===== config.mk =====
export PLATFORM = sky130hd
export DESIGN_NAME = mem_arbiter
export DESIGN_NICKNAME = d
export VERILOG_FILES = /design/src/rtl/mem_arbiter_pkg.sv /design/src/rtl/mem_arbiter_select.sv /design/src/rtl/mem_arbiter.sv
export SDC_FILE = /design/constraint.sdc
export NUM_CORES = 1
export LEC_CHECK = 0
export ABC_AREA = 0
export BUFFER_PORTS_ARGS = -buffer_cell sky130_fd_sc_hd__clkbuf_2
export CAP_MARGIN = 40
export CORE_AREA = 2 2 118 120
export DETAILED_ROUTE_END_ITERATION = 8
export DIE_AREA = 0 0 120 122
export GPL_TIMING_DRIVEN = 1
export PLACE_DENSITY = 0.67
export RECOVER_POWER = 100
export SETUP_SLACK_MARGIN = 0.3
export SLEW_MARGIN = 25
export SYNTH_ARGS = -nofsm -noshare
export SYNTH_HDL_FRONTEND = slang
export SYNTH_SLANG_ARGS = --single-unit

===== constraint.sdc =====
create_clock -name clk -period 2.9 [get_ports clk]
set_input_delay 0.435 -clock clk [delete_from_list [all_inputs] [get_ports clk]]
set_output_delay 0.435 -clock clk [all_outputs]
set_load 0.01 [all_outputs]

===== src/rtl/mem_arbiter_pkg.sv =====
// mem_arbiter_pkg: shared types for the two-master memory arbiter.
//   state_t      FSM states (IDLE, ACCESS, DONE), encoding visible on state_o
//   NUM_MASTERS  number of bus masters sharing the memory port
//   owner_t      index of the master owning the current transaction
//   owner_onehot helper turning an owner index into a one-hot grant vector
// Optional feature macro used by the arbiter: MEM_ARBITER_RR_EN.
package mem_arbiter_pkg;

    localparam int NUM_MASTERS = 2;

    typedef enum logic [1:0] {
        IDLE   = 2'd0,
        ACCESS = 2'd1,
        DONE   = 2'd2
    } state_t;

    typedef logic [$clog2(NUM_MASTERS)-1:0] owner_t;

    function automatic logic [NUM_MASTERS-1:0] owner_onehot(input owner_t o);
        logic [NUM_MASTERS-1:0] v;
        v    = '0;
        v[o] = 1'b1;
        return v;
    endfunction

endpackage


===== src/rtl/mem_arbiter_select.sv =====
// arb_select: combinational winner picker for the memory arbiter.
//   req          request vector, bit i = master i
//   last_winner  master granted most recently (only used for round-robin)
//   gnt          one-hot grant, all zero when nobody requests
// Macro MEM_ARBITER_RR_EN: defined -> round-robin on ties,
// undefined -> fixed priority with master 0 winning every tie.
module arb_select
    import mem_arbiter_pkg::*;
(
    input  logic [NUM_MASTERS-1:0] req,
    input  logic                   last_winner,
    output logic [NUM_MASTERS-1:0] gnt
);

`ifndef MEM_ARBITER_RR_EN
    // Fixed priority ignores history; the port stays for a uniform interface.
    logic unused_last;
    assign unused_last = last_winner;
`endif

    always_comb begin
        gnt = '0;
        if (req[0] && req[1]) begin
`ifdef MEM_ARBITER_RR_EN
            // Tie: hand the port to whichever master did not win last time.
            gnt = last_winner ? 2'b01 : 2'b10;
`else
            gnt = 2'b01;
`endif
        end else if (req[0]) begin
            gnt = 2'b01;
        end else if (req[1]) begin
            gnt = 2'b10;
        end
    end

endmodule


===== src/rtl/mem_arbiter.sv =====
// mem_arbiter: shares one single-port synchronous memory between master 0
// (processor) and master 1 (boot loader / DMA).
//   clk, reset_i                 clock, asynchronous active-high reset
//   mN_req_i/we_i/addr_i/data_i  master N transaction request
//   mN_ack_o, mN_data_o          one-cycle completion strobe and read data
//   gnt_o                        one-hot owner while ACCESS/DONE, 0 in IDLE
//   busy_o                       high whenever the FSM is not IDLE
//   state_o                      current FSM state (debug)
//   mem_addr_o/we_o/data_o       registered memory port
//   mem_data_i                   memory read data, valid the cycle after ACCESS
// Macro MEM_ARBITER_RR_EN selects round-robin tie breaking (default: fixed
// priority, master 0 wins).
//
// Handshake: a master raises req with we/addr/data stable and holds them until
// its ack, which is high for exactly one cycle (DONE). A req still high after
// the ack is a fresh request. Each transaction is IDLE -> ACCESS -> DONE, so
// ack arrives two cycles after the grant edge and at most one is outstanding.
module mem_arbiter
    import mem_arbiter_pkg::*;
#(
    parameter int ADDR_W = 32,
    parameter int DATA_W = 32
) (
    input  logic              clk,
    input  logic              reset_i,
    input  logic              m0_req_i,
    input  logic              m0_we_i,
    input  logic [ADDR_W-1:0] m0_addr_i,
    input  logic [DATA_W-1:0] m0_data_i,
    output logic              m0_ack_o,
    output logic [DATA_W-1:0] m0_data_o,
    input  logic              m1_req_i,
    input  logic              m1_we_i,
    input  logic [ADDR_W-1:0] m1_addr_i,
    input  logic [DATA_W-1:0] m1_data_i,
    output logic              m1_ack_o,
    output logic [DATA_W-1:0] m1_data_o,
    output logic [1:0]        gnt_o,
    output logic              busy_o,
    output logic [1:0]        state_o,
    output logic [ADDR_W-1:0] mem_addr_o,
    output logic              mem_we_o,
    output logic [DATA_W-1:0] mem_data_o,
    input  logic [DATA_W-1:0] mem_data_i
);

    state_t                 state;
    owner_t                 owner;
    logic                   txn_we;   // kept so DONE knows read vs write after mem_we_o drops
    logic [NUM_MASTERS-1:0] req_vec;
    logic [NUM_MASTERS-1:0] win;
    logic                   last_winner;

    assign req_vec = {m1_req_i, m0_req_i};

`ifndef MEM_ARBITER_RR_EN
    assign last_winner = 1'b1;
`endif

    arb_select u_arb_select (
        .req         (req_vec),
        .last_winner (last_winner),
        .gnt         (win)
    );

    always_ff @(posedge clk or posedge reset_i) begin
        if (reset_i) begin
            state      <= IDLE;
            owner      <= '0;
            txn_we     <= 1'b0;
            mem_addr_o <= '0;
            mem_we_o   <= 1'b0;
            mem_data_o <= '0;
`ifdef MEM_ARBITER_RR_EN
            last_winner <= 1'b1;   // makes master 0 win the first tie
`endif
        end else begin
            case (state)
                IDLE: begin
                    if (|req_vec) begin
                        owner      <= win[1];
                        txn_we     <= win[1] ? m1_we_i   : m0_we_i;
                        mem_we_o   <= win[1] ? m1_we_i   : m0_we_i;
                        mem_addr_o <= win[1] ? m1_addr_i : m0_addr_i;
                        mem_data_o <= win[1] ? m1_data_i : m0_data_i;
`ifdef MEM_ARBITER_RR_EN
                        last_winner <= win[1];
`endif
                        state      <= ACCESS;
                    end
                end
                ACCESS: begin
                    // Memory commits on this edge; the strobe must not linger.
                    mem_we_o <= 1'b0;
                    state    <= DONE;
                end
                DONE: begin
                    state <= IDLE;
                end
                default: begin
                    mem_we_o <= 1'b0;
                    state    <= IDLE;
                end
            endcase
        end
    end

    assign busy_o    = (state != IDLE);
    assign state_o   = state;
    assign gnt_o     = busy_o ? owner_onehot(owner) : 2'b00;
    assign m0_ack_o  = (state == DONE) && (owner == 1'b0);
    assign m1_ack_o  = (state == DONE) && (owner == 1'b1);
    assign m0_data_o = (m0_ack_o && !txn_we) ? mem_data_i : '0;
    assign m1_data_o = (m1_ack_o && !txn_we) ? mem_data_i : '0;

endmodule


# Word-level counts from Yosys, hierarchy flattened
# Index checks and enable logic that the tools add are counted.
# classes
magnitude_cmp	2
eq_ne	3
muxes	15
bitwise	2
reduce_logical	12
# op_table
op	count
32-bit 2-to-1 mux	4
2-bit 2-to-1 mux	5
1-bit logical AND	6
2-bit one-hot mux with 2 select lines	1
2-bit AND reduction	2
1-bit 2-to-1 mux	3
2-bit by 1-bit == test with 1-bit output (second input constant)	1
2-bit == test (second input constant)	1
2-bit logical NOT	1
1-bit by 2-bit < comparator with 1-bit output (second input constant)	1
2-bit != test (second input constant)	1
1-bit NOT	2
1-bit one-hot mux with 2 select lines	1
2-bit nonzero test	1
2-bit OR reduction	1
1-bit demux with 1-bit select	1
1-bit >= comparator (second input constant)	1
1-bit logical NOT	1
# word_totals
ff_bits	69
in_bits	166
wordCells	40

# Longest topological paths before layout
# Gate-level depths: netlist of run 1.
# depth
depth_word	6
mapped_depth	5

# Modules after synthesis
# A second synthesis of run 1 with hierarchy kept.
# hier_totals
hier_cells	307
area_unflattened_um2	4015.1
# by_module_without_submodules
mod	instances	cells_per_inst	area_each_um2
mem_arbiter	1	305	4005.1
arb_select	1	2	10.0

# Least setup slack after synthesis of run 1
# Ideal clock, no wire load.
# synth_timing
path_type	register to output
startpoint	register state[0], in the netlist state_o[0]
endpoint	output port m0_data_o[22]
arrival_ns	1.286
setup_slack_ns	1.179
path_stages_with_launch	4
path_buffers	1
path_cell_list	dfrtp_1 nor3_2 clkbuf_1 and3_1
# synth_via
elab_chain_cells	4
# synth_lines
item	line_no	source
start: declaration	mem_arbiter.sv:47	state_t state;
start signal: assignment	mem_arbiter.sv:68	state <= IDLE;
start signal: assignment	mem_arbiter.sv:89	state <= ACCESS;
start signal: assignment	mem_arbiter.sv:95	state <= DONE;
2-bit == test	mem_arbiter.sv:111	assign m0_ack_o = (state == DONE) && (owner == 1'b0);
1-bit logical AND	mem_arbiter.sv:111	
via m0_ack_o	mem_arbiter.sv:30	output logic m0_ack_o,
1-bit logical AND	mem_arbiter.sv:113	assign m0_data_o = (m0_ack_o && !txn_we) ? mem_data_i : '0;
32-bit 2-to-1 mux	mem_arbiter.sv:113	
end: declaration	mem_arbiter.sv:31	output logic [DATA_W-1:0] m0_data_o,
# The timed path passes the listed nets, and every way through them passes these cells.

# Worst setup path in the final report of run 1
# layout_timing
startpoint	register state[1], in the netlist state_o[1]
endpoint	output port m1_data_o[21]
# layout_via
elab_chain_cells	4
# layout_lines
item	line_no	source
2-bit == test	mem_arbiter.sv:112	assign m1_ack_o = (state == DONE) && (owner == 1'b1);
1-bit logical AND	mem_arbiter.sv:112	
1-bit logical AND	mem_arbiter.sv:114	assign m1_data_o = (m1_ack_o && !txn_we) ? mem_data_i : '0;
32-bit 2-to-1 mux	mem_arbiter.sv:114	
end: declaration	mem_arbiter.sv:37	output logic [DATA_W-1:0] m1_data_o,
# No other way between the ends.

==> reports/qor.txt, run 1 <==
Outcome = finished, final reports clean
Sw Ratio = 0.350
GRT Util Overall = 0.157
Worst reg2reg setup slack = 1.06 ns
DP Cell Count = 775
DP HPWL = 9.51 mm
IO Pins = 302
CTS tree = yes
Std-Cell Rows = 43
Peak supply drop = 494 uV
Drt pass-1 iters = 4
Worst rel slew slack = 0.249
Total power = 5500 uW
Fill count = 1371
Switching power = 1930 uW
Worst EP required = 2.47 ns
Endpoint class of the critical path = output pin
Clk_lat worst skew = 0.33 ns
Depth of the most critical reg-to-reg path = 3
# H-tree levels = 3
Final net count = 772
CP max FO = 33
Core Area = 13500 sq um
# diodes = 0
Starting Density = 0.319
Clock share of power = 0.225
Antenna Nets Post-Route = 0
CP startpoint kind = flip-flop
Syn Inst Count = 308
HP Class = in2reg
Port Buffers = 301
Post-Route Setup TNS = 0 ns
Initial drt markers = 68
Clock transition at path regs = 0.06 ns
First-pass GRT wire length = 17.9 mm
FMAX = 415 MHz
Clock sink total = 69
Vias in the first global route = 3543
Worst path arrival time = 1.98 ns
Share of the synthesized area in the top cell type = 0.401
Syn_nets = 474
Synth area leader = dfrtp_1
Fin crit share = 0.831
Synthesized area per cell = 14.0 sq um
Sequential area share after synthesis = 0.401
YS warnings = 0
Synth Register Bits = 69
Leading post-synthesis cells by cell area = dfrtp_1 40%, mux2_4 34%, and3_1 9.3%
RSZ-0062 raised after global routing = no
CTS Root Cell = clkbuf_16
Max Cap Viol = 0
Die Area = 14600 sq um
Hold buffers post-CTS = 0
Post-DR wirelength/cell = 15.4 microns
WL final = 12.1 mm
Initial antenna violation count = 0
Non-filler cells, final = 790
Worst slew pin tran = 1.12 ns
Seq pwr share = 0.324
Distinct cell type count after synthesis = 22
LEAKAGE = 0.00307 uW
GP Congestion = 0.801
WS Path Type = reg2out
TritonCTS buffer count = 9
Pwr/cell area = 931 nW/um^2
Synth-to-Final Area Change = 37.5%
Final min period = 2.41 ns
Post-CTS sizing = 0
Fin worst setup slack = 0.489 ns
Setup Buffers After CTS = 0
Final Hold Fails = 0
DP Worst Slack = 0.859 ns
Fin. max-slew vios = 0
Post-synthesis cell area = 4300 sq um
Final clock skew = 0.00645 ns
Largest net degree at the start of global routing = 65
Routed via count = 3577
Die X = 120 microns
Internal power = 3580 uW
DRC Markers = 0
Die Ht = 122 microns
Fraction of final layout cells with drive strength greater than 1 = 0.464
Grt total ovfl = 0
Vias per cell = 4.53
Comb power frac = 0.451
Final setup viols = 0
Clk buf depth = 2
Hold path cells = 2
-- per-stage QoR --
step	hold WS, ns	util	cell area, sq um
floorplan	0.521	-	4300
global placement	0.494	0.441	5950
detailed placement	0.496	0.441	5950
CTS	0.198	0.466	6290
global route	0.350	0.438	5920
finish	0.339	0.438	5920
-- layout make-up --
type                    count  area, sq um  share of cell area
multi-input cells         207         2140               0.362
flip-flops and latches     69         1730               0.292
repair buffers            314         1470               0.248
clock buffers               9          225              0.0381
well taps                 180          225              0.0381
clock inverters             6          111              0.0188
inverters                   5         18.8             0.00317
-- synth_stat cells (all sizes together) --
cell and n:
a211oi 1, a21oi 2, and3 64, buf 15
clkbuf 12, dfrtp 69, inv 5, mux2 128
mux2i 1, nand2b 1, nor2 3, nor2b 2
nor3 2, nor3b 1, o21ba 1, o22ai 1
-- path summary, 6_finish.rpt --
check | from | end
setup / recovery | state_o[1] | m1_data_o[21]
hold / removal | m0_req_i | owner
setup reg to reg | state_o[0] | mem_data_o[30]
hold reg to reg | mem_addr_o[10] | mem_addr_o[10]
max in group asynchronous | reset_i | mem_addr_o[30]
min in group asynchronous | reset_i | mem_data_o[25]
-- cells by family after synthesis --
group           share of synthesized area
compound gates                    0.00786
buf+inv                            0.0585
flops                               0.401
mux                                 0.423
simple gates                        0.109
-- layer usage --
metal	wire length [microns]	GRT usage
met5	0	0
met4	246	0.0640
met3	974	0.0384
met2	6330	0.295
met1	4590	0.167
-- sequential cells by signal (all words and copies together), names as in the netlist --
name	cells
txn_we	1
mem_data_o	32
state_o	2
mem_addr_o	32
owner	1
mem_we_o	1
-- cells in the final DEF (no fill, tap or decap) --
cell          n
a211oi_1      1
a21oi_1       2
and3_1       64
buf_12        3
buf_4         5
bufinv_16     3
clkbuf_1    131
clkbuf_16     9
clkbuf_2    175
clkinv_2      1
clkinvlp_4    1
dfrtp_1      69
inv_1         5
inv_6         1
mux2_1       45
mux2_2       30
mux2_4       53
mux2i_1       1
nand2b_1      1
nor2_1        3
nor2b_1       2
nor3_1        1
nor3_4        1
nor3b_1       1
o21ba_2       1
o22ai_1       1
-- critical path, cell delays in order, from the launching register on --
cell,delay [ns]
dfrtp_1,0.48
inv_1,0.12
nor3b_1,0.21
clkbuf_2,0.45
and3_1,0.23
clkbuf_1,0.15
-- power by group through the flow --
| stage | Sequential [uW] | Clock (uW) | Combinational [uW] |
|---|---|---|---|
| after global routing | 1840 | 1320 | 2680 |
| after global placement | 1790 | 0 | 2630 |
| after floorplan | 1960 | 0 | 1520 |
| after detailed placement | 1800 | 0 | 2720 |
| final | 1780 | 1240 | 2490 |
| after CTS | 1800 | 1270 | 2720 |
(Power assumes the default switching activity.)
==> run 2, diff against run 1 <==
ABC_AREA = 1   (was 0)
PLACE_DENSITY = 0.68   (was 0.67)
clock period = 2.06 ns   (was 2.9 ns; I/O delays follow)
==> run 2 against run 1 <==
Effect of this change: core utilization rose by 2.9 points; critical endpoint is now m1_data_o[12]; flip-flop and latch count is the same; sequential share of layout area is 1.8 points lower; register-to-register slack got worse by 0.80 ns; worst hold slack got worse by 0.26 ns; count of clock-buffer cells in the layout up 3; largest power group unchanged; critical path type unchanged; sequential power rose by 34%; die area stayed put; combinational power grew 44%; largest cell class unchanged.
==> reports/qor.txt, run 2 <==
Sequential area share after synthesis = 0.427
WS Path Type = reg2out
Most common cell in the netlist = nand2_1
CTS tree = yes
Worst reg2reg setup slack = 0.26 ns
Share of the synthesized area in the top cell type = 0.427
TritonCTS buffer count = 9
GP Congestion = 0.777
Max Cap Viol = 0
Synth-to-Final Area Change = 55.8%
# diodes = 0
Internal power = 4360 uW
Compound-Gate Fraction of Synth Area = 0.00124
Core Area = 13500 sq um
Vias per cell = 4.49
Final setup viols = 0
Vias in the first global route = 4477
Std-Cell Rows = 43
Port Buffers = 301
Syn_nets = 788
Synthesized area per cell = 6.51 sq um
Post-synthesis adder-cell area fraction = 0
Final min period = 1.93 ns
Clk_lat worst skew = 0.33 ns
GRT Util Overall = 0.196
First-pass GRT wire length = 22.6 mm
Post-synthesis cell area = 4050 sq um
CP startpoint kind = flip-flop
Crit-path cells = nand2_4 -> nor2_4 -> buf_12 -> nand2_4 -> nor2_1 -> buf_2
Peak supply drop = 588 uV
Initial antenna violation count = 0
Endpoint class of the critical path = output pin
Drt pass-1 iters = 4
Distinct cell type count after synthesis = 15
Die Area = 14600 sq um
DP HPWL = 10.3 mm
Final net count = 1081
Post-synthesis xor/xnor area fraction = 0
Fraction of final layout cells with drive strength greater than 1 = 0.323
Largest family of logic cells by synthesized area = simple AND/OR/NAND/NOR gates
YS warnings = 0
RSZ-0062 raised after global routing = yes
DRC Markers = 0
Final core utilization = 0.467
Worst EP required = 1.75 ns
Hold slack final = 0.0824 ns
Sw Ratio = 0.432
CP max stage delay = 0.49 ns
FMAX = 519 MHz
Largest net degree at the start of global routing = 70
IO Pins = 302
Worst slew pin tran = 0.737 ns
CP max FO = 8
RR Endpoint = mem_we_o
Clock sink total = 69
Final clock skew = 0.00473 ns
HP Class = in2async
Fin crit share = 0.935
CTS Root Cell = clkbuf_16
Die Ht = 122 microns
Simple-gate area share of the yosys netlist = 0.463
Clk buf depth = 2
Starting Density = 0.300
Post-synthesis mux area share = 0
# H-tree levels = 3
Post-DR wirelength/cell = 13.9 microns
Commonest non-fill, non-tap cells in the layout = 329 x nand2_1, 166 x clkbuf_2, 100 x clkbuf_1
Worst path arrival time = 1.62 ns
Initial drt markers = 219
Hold buffers post-CTS = 0
Leading post-synthesis cells by cell area = dfrtp_1 43%, nand2_1 31%, nand3_1 8.2%
Commonest non-fill, non-tap cell in the layout = nand2_1
Post-synth EDFFs = 0
Depth of the most critical reg-to-reg path = 7
Die X = 120 microns
Cell mode on critical path = nand2_4
Grt total ovfl = 0
Final Hold Fails = 0
Worst R2R Start = state_o[0]
Ys flop type = dfrtp_1
Clock transition at path regs = 0.06 ns
Antenna Nets Post-Route = 0
Routed via count = 4941
Outcome = finished, final reports clean
LEAKAGE = 0.00366 uW
Pwr/cell area = 1220 nW/um^2
Async SR Flop Fraction = 1.00
Seq pwr share = 0.311
Comb power frac = 0.467
Clock share of power = 0.222
Worst rel slew slack = 0.509
WL final = 15.3 mm
Synth top cells by count = 330 x nand2_1, 69 x dfrtp_1, 67 x nor2_1
Post-Route Setup TNS = 0 ns
Fin. max-slew vios = 0
Switching power = 3310 uW
Syn Inst Count = 622
Synth area leader = dfrtp_1
Crit-path slowest cell = dfrtp_1
Synth Register Bits = 69
==> run 2: cells by family (layout without fill, tap and decap cells) <==
family | Yosys count | after routing
AO/OA/AOI/OAI | 1 | 1
flip-flops | 69 | 69
buffers and inverters | 82 | 374
AND/OR/NAND/NOR | 470 | 476
==> run 2: critical path: cells and delay by family (launching register included) <==
kind / cells / cell delay [ns]
and+or+nand+nor: 4 / 0.50
DFF: 1 / 0.49
buffers and inverters: 2 / 0.30
==> run 2: power by group through the flow <==
stage | registers, uW | clock network [uW] | logic [uW]
4_1_cts | 2400 | 1740 | 3690
5_1_grt | 2470 | 1800 | 3970
3_3_place_gp | 2380 | 0 | 3250
3_5_place_dp | 2390 | 0 | 3290
6_report | 2390 | 1700 | 3580
2_1_floorplan | 2670 | 0 | 1710
==> run 2: worst max-delay path by stage <==
stage / from / endpoint / slack (ns) / depth (start not counted)
6_report: state_o[1] / m1_data_o[12] / 0.13 / 6
5_1_grt: state_o[1] / m1_data_o[12] / 0.1 / 6
4_1_cts: state_o[0] / m1_data_o[16] / 0.26 / 7
3_5_place_dp: state_o[0] / m1_data_o[14] / 0.31 / 6
3_3_place_gp: state_o[0] / m1_data_o[14] / 0.33 / 6
2_1_floorplan: state_o[0] / m0_data_o[10] / 0.54 / 6
==> run 2: routing by layer <==
layer | part of all wire | up-vias | global-route usage
li1 | - | 2461 | -
met1 | 0.38 | 2232 | 0.216
met2 | 0.53 | 216 | 0.373
met3 | 0.060 | 32 | 0.0272
met4 | 0.033 | 0 | 0.0816
met5 | 0 | - | 0
==> run 2: layout make-up <==
type,count,area (sq um)
Clock buffer,12,256
Clock inverter,4,70.1
Fill cell,1439,7200
Inverter,41,159
Multi-Input combinational cell,477,2210
Sequential cell,69,1730
Tap cell,180,225
Timing Repair Buffer,317,1660
==> run 2: what timing repair did <==
| action | 4_1_cts | 5_1_grt |
|---|---|---|
| gates cloned | 6 | 0 |
| pin swaps | 8 | 6 |
| buffers inserted | 6 | 0 |
| gates resized for setup | 45 | 117 |
| setup endpoints to repair | 64 | 64 |
==> run 2: metrics by stage <==
step	instances	instance area (sq um)	total power, uW	setup slack, ns
2_1_floorplan	622	4050	4380	0.543
3_3_place_gp	1072	5610	5630	0.329
3_5_place_dp	1072	5610	5680	0.306
4_1_cts	1100	6220	7820	0.257
5_1_grt	1100	6300	8240	0.0978
6_report	1100	6300	7670	0.135
==> run 3, diff against run 2 <==
PLACE_DENSITY = 0.65   (was 0.68)
clock period = 2 ns   (was 2.06 ns; I/O delays follow)
==> run 3 against run 2 <==
Effect of this change: sequential power rose by 3%; critical path depth did not move; register-to-register slack got worse by 0.02 ns; non-clock buffer count did not move; largest cell class unchanged.
==> reports/qor.txt, run 3 (same netlist as run 2, synthesis figures left out) <==
Outcome = finished, final reports clean
Hold buffers post-CTS = 0
Final Hold Fails = 0
Die Area = 14600 sq um
Clk_lat worst skew = 0.32 ns
Fin worst setup slack = 0.0657 ns
WL final = 15.5 mm
Fin crit share = 0.967
FMAX = 517 MHz
Final net count = 1081
LEAKAGE = 0.00374 uW
Worst EP required = 1.70 ns
WS Path Type = reg2out
Clock transition at path regs = 0.06 ns
Initial antenna violation count = 0
Final setup viols = 0
Routed via count = 4939
Vias per cell = 4.50
DP Worst Slack = 0.276 ns
Hold slack final = 0.0743 ns
Vias in the first global route = 4594
Core Area = 13500 sq um
Starting Density = 0.300
RSZ-0062 raised after global routing = yes
Final clock skew = 0.00809 ns
DRC Markers = 0
Synth-to-Final Area Change = 53.8%
Fraction of final layout cells with drive strength greater than 1 = 0.347
Antenna Nets Post-Route = 0
Std-Cell Rows = 43
# H-tree levels = 3
Crit-path cells = nand2_4 -> nor2_4 -> buf_6 -> nand2_2 -> nor2_1 -> buf_2
Final core utilization = 0.461
Drt pass-1 iters = 5
Fin. max-slew vios = 0
Post-Route Setup TNS = 0 ns
Final min period = 1.93 ns
Worst path arrival time = 1.63 ns
Max Cap Viol = 0
DP Cell Count = 1070
# diodes = 0
IO Pins = 302
DP HPWL = 10.5 mm
Grt total ovfl = 0
Die Ht = 122 microns
CP max stage delay = 0.45 ns
Post-DR wirelength/cell = 14.2 microns
Endpoint class of the critical path = output pin
CP max FO = 8
Initial drt markers = 196
GP Congestion = 0.777
Non-filler cells, final = 1098
First-pass GRT wire length = 22.4 mm
Crit path buf inv count = 2
Commonest non-fill, non-tap cells in the layout = 330 x nand2_1, 166 x clkbuf_2, 76 x clkbuf_1
Clk buf depth = 2
TritonCTS buffer count = 9
Port Buffers = 301
CTS tree = yes
HP Class = in2async
Largest net degree at the start of global routing = 70
Worst rel slew slack = 0.483
Worst slew pin tran = 0.776 ns
Peak supply drop = 616 uV
GRT Util Overall = 0.193
CTS Root Cell = clkbuf_16
Die X = 120 microns
Crit-path slowest cell = dfrtp_1
Pwr/cell area = 1250 nW/um^2
Clock sink total = 69
Commonest non-fill, non-tap cell in the layout = nand2_1
Largest delay share family, worst path = simple AND/OR/NAND/NOR gates
CP startpoint kind = flip-flop
[run 3: repair_timing]
| item | in CTS | in global routing |
|---|---|---|
| setup endpoints to repair | 64 | 96 |
| hold endpoints to repair | 0 | 0 |
| pin swaps | 7 | 6 |
| buffers inserted | 6 | 2 |
| cloned | 4 | 2 |
| resized for setup | 28 | 127 |
[run 3: worst paths after layout]
path | start | endpoint | slack [ns] | cells past startpoint
min in group clk | m0_data_i[0] | mem_data_o[0] | 0.26 | 5
max in group asynchronous | reset_i | owner | 1.59 | 3
worst max register to register | state_o[0] | mem_addr_o[21] | 0.24 | 7
worst max-delay path | state_o[1] | m1_data_o[20] | 0.07 | 6
worst min-delay path | reset_i | mem_data_o[13] | 0.07 | 3
worst min register to register | mem_data_o[28] | mem_data_o[28] | 0.47 | 2
[run 3: metal layers]
layer,wire length [microns],global-route usage
met4,551,0.0699
met2,8070,0.367
met3,946,0.0379
met1,5970,0.212
met5,0,0
[run 3: per-stage QoR]
stage | total power [uW] | instance area (sq um)
6_report | 7760 | 6220
3_3_place_gp | 5800 | 5580
2_1_floorplan | 4510 | 4050
3_5_place_dp | 5860 | 5580
5_1_grt | 8350 | 6220
4_1_cts | 7900 | 6090
[run 3: tightest hold or removal path, stage by stage]
cell        delay [ns]
clkbuf_1          0.09
clkinvlp_2        0.10
buf_12            0.32
[run 3: cell type report]
cell class | instances | area, sq um
fillers | 1468 | 7280
repair buffers | 317 | 1650
multi-input cells | 477 | 2160
flip-flops and latches | 69 | 1730
clock buffers | 13 | 270
clock inverters | 1 | 30.0
inverters | 41 | 159
well taps | 180 | 225
[run 3: where the power goes]
part / switching [uW] / internal (uW) / total, uW
sequential: 387 / 2070 / 2460
clock: 548 / 1050 / 1600
combinational: 2440 / 1260 / 3700
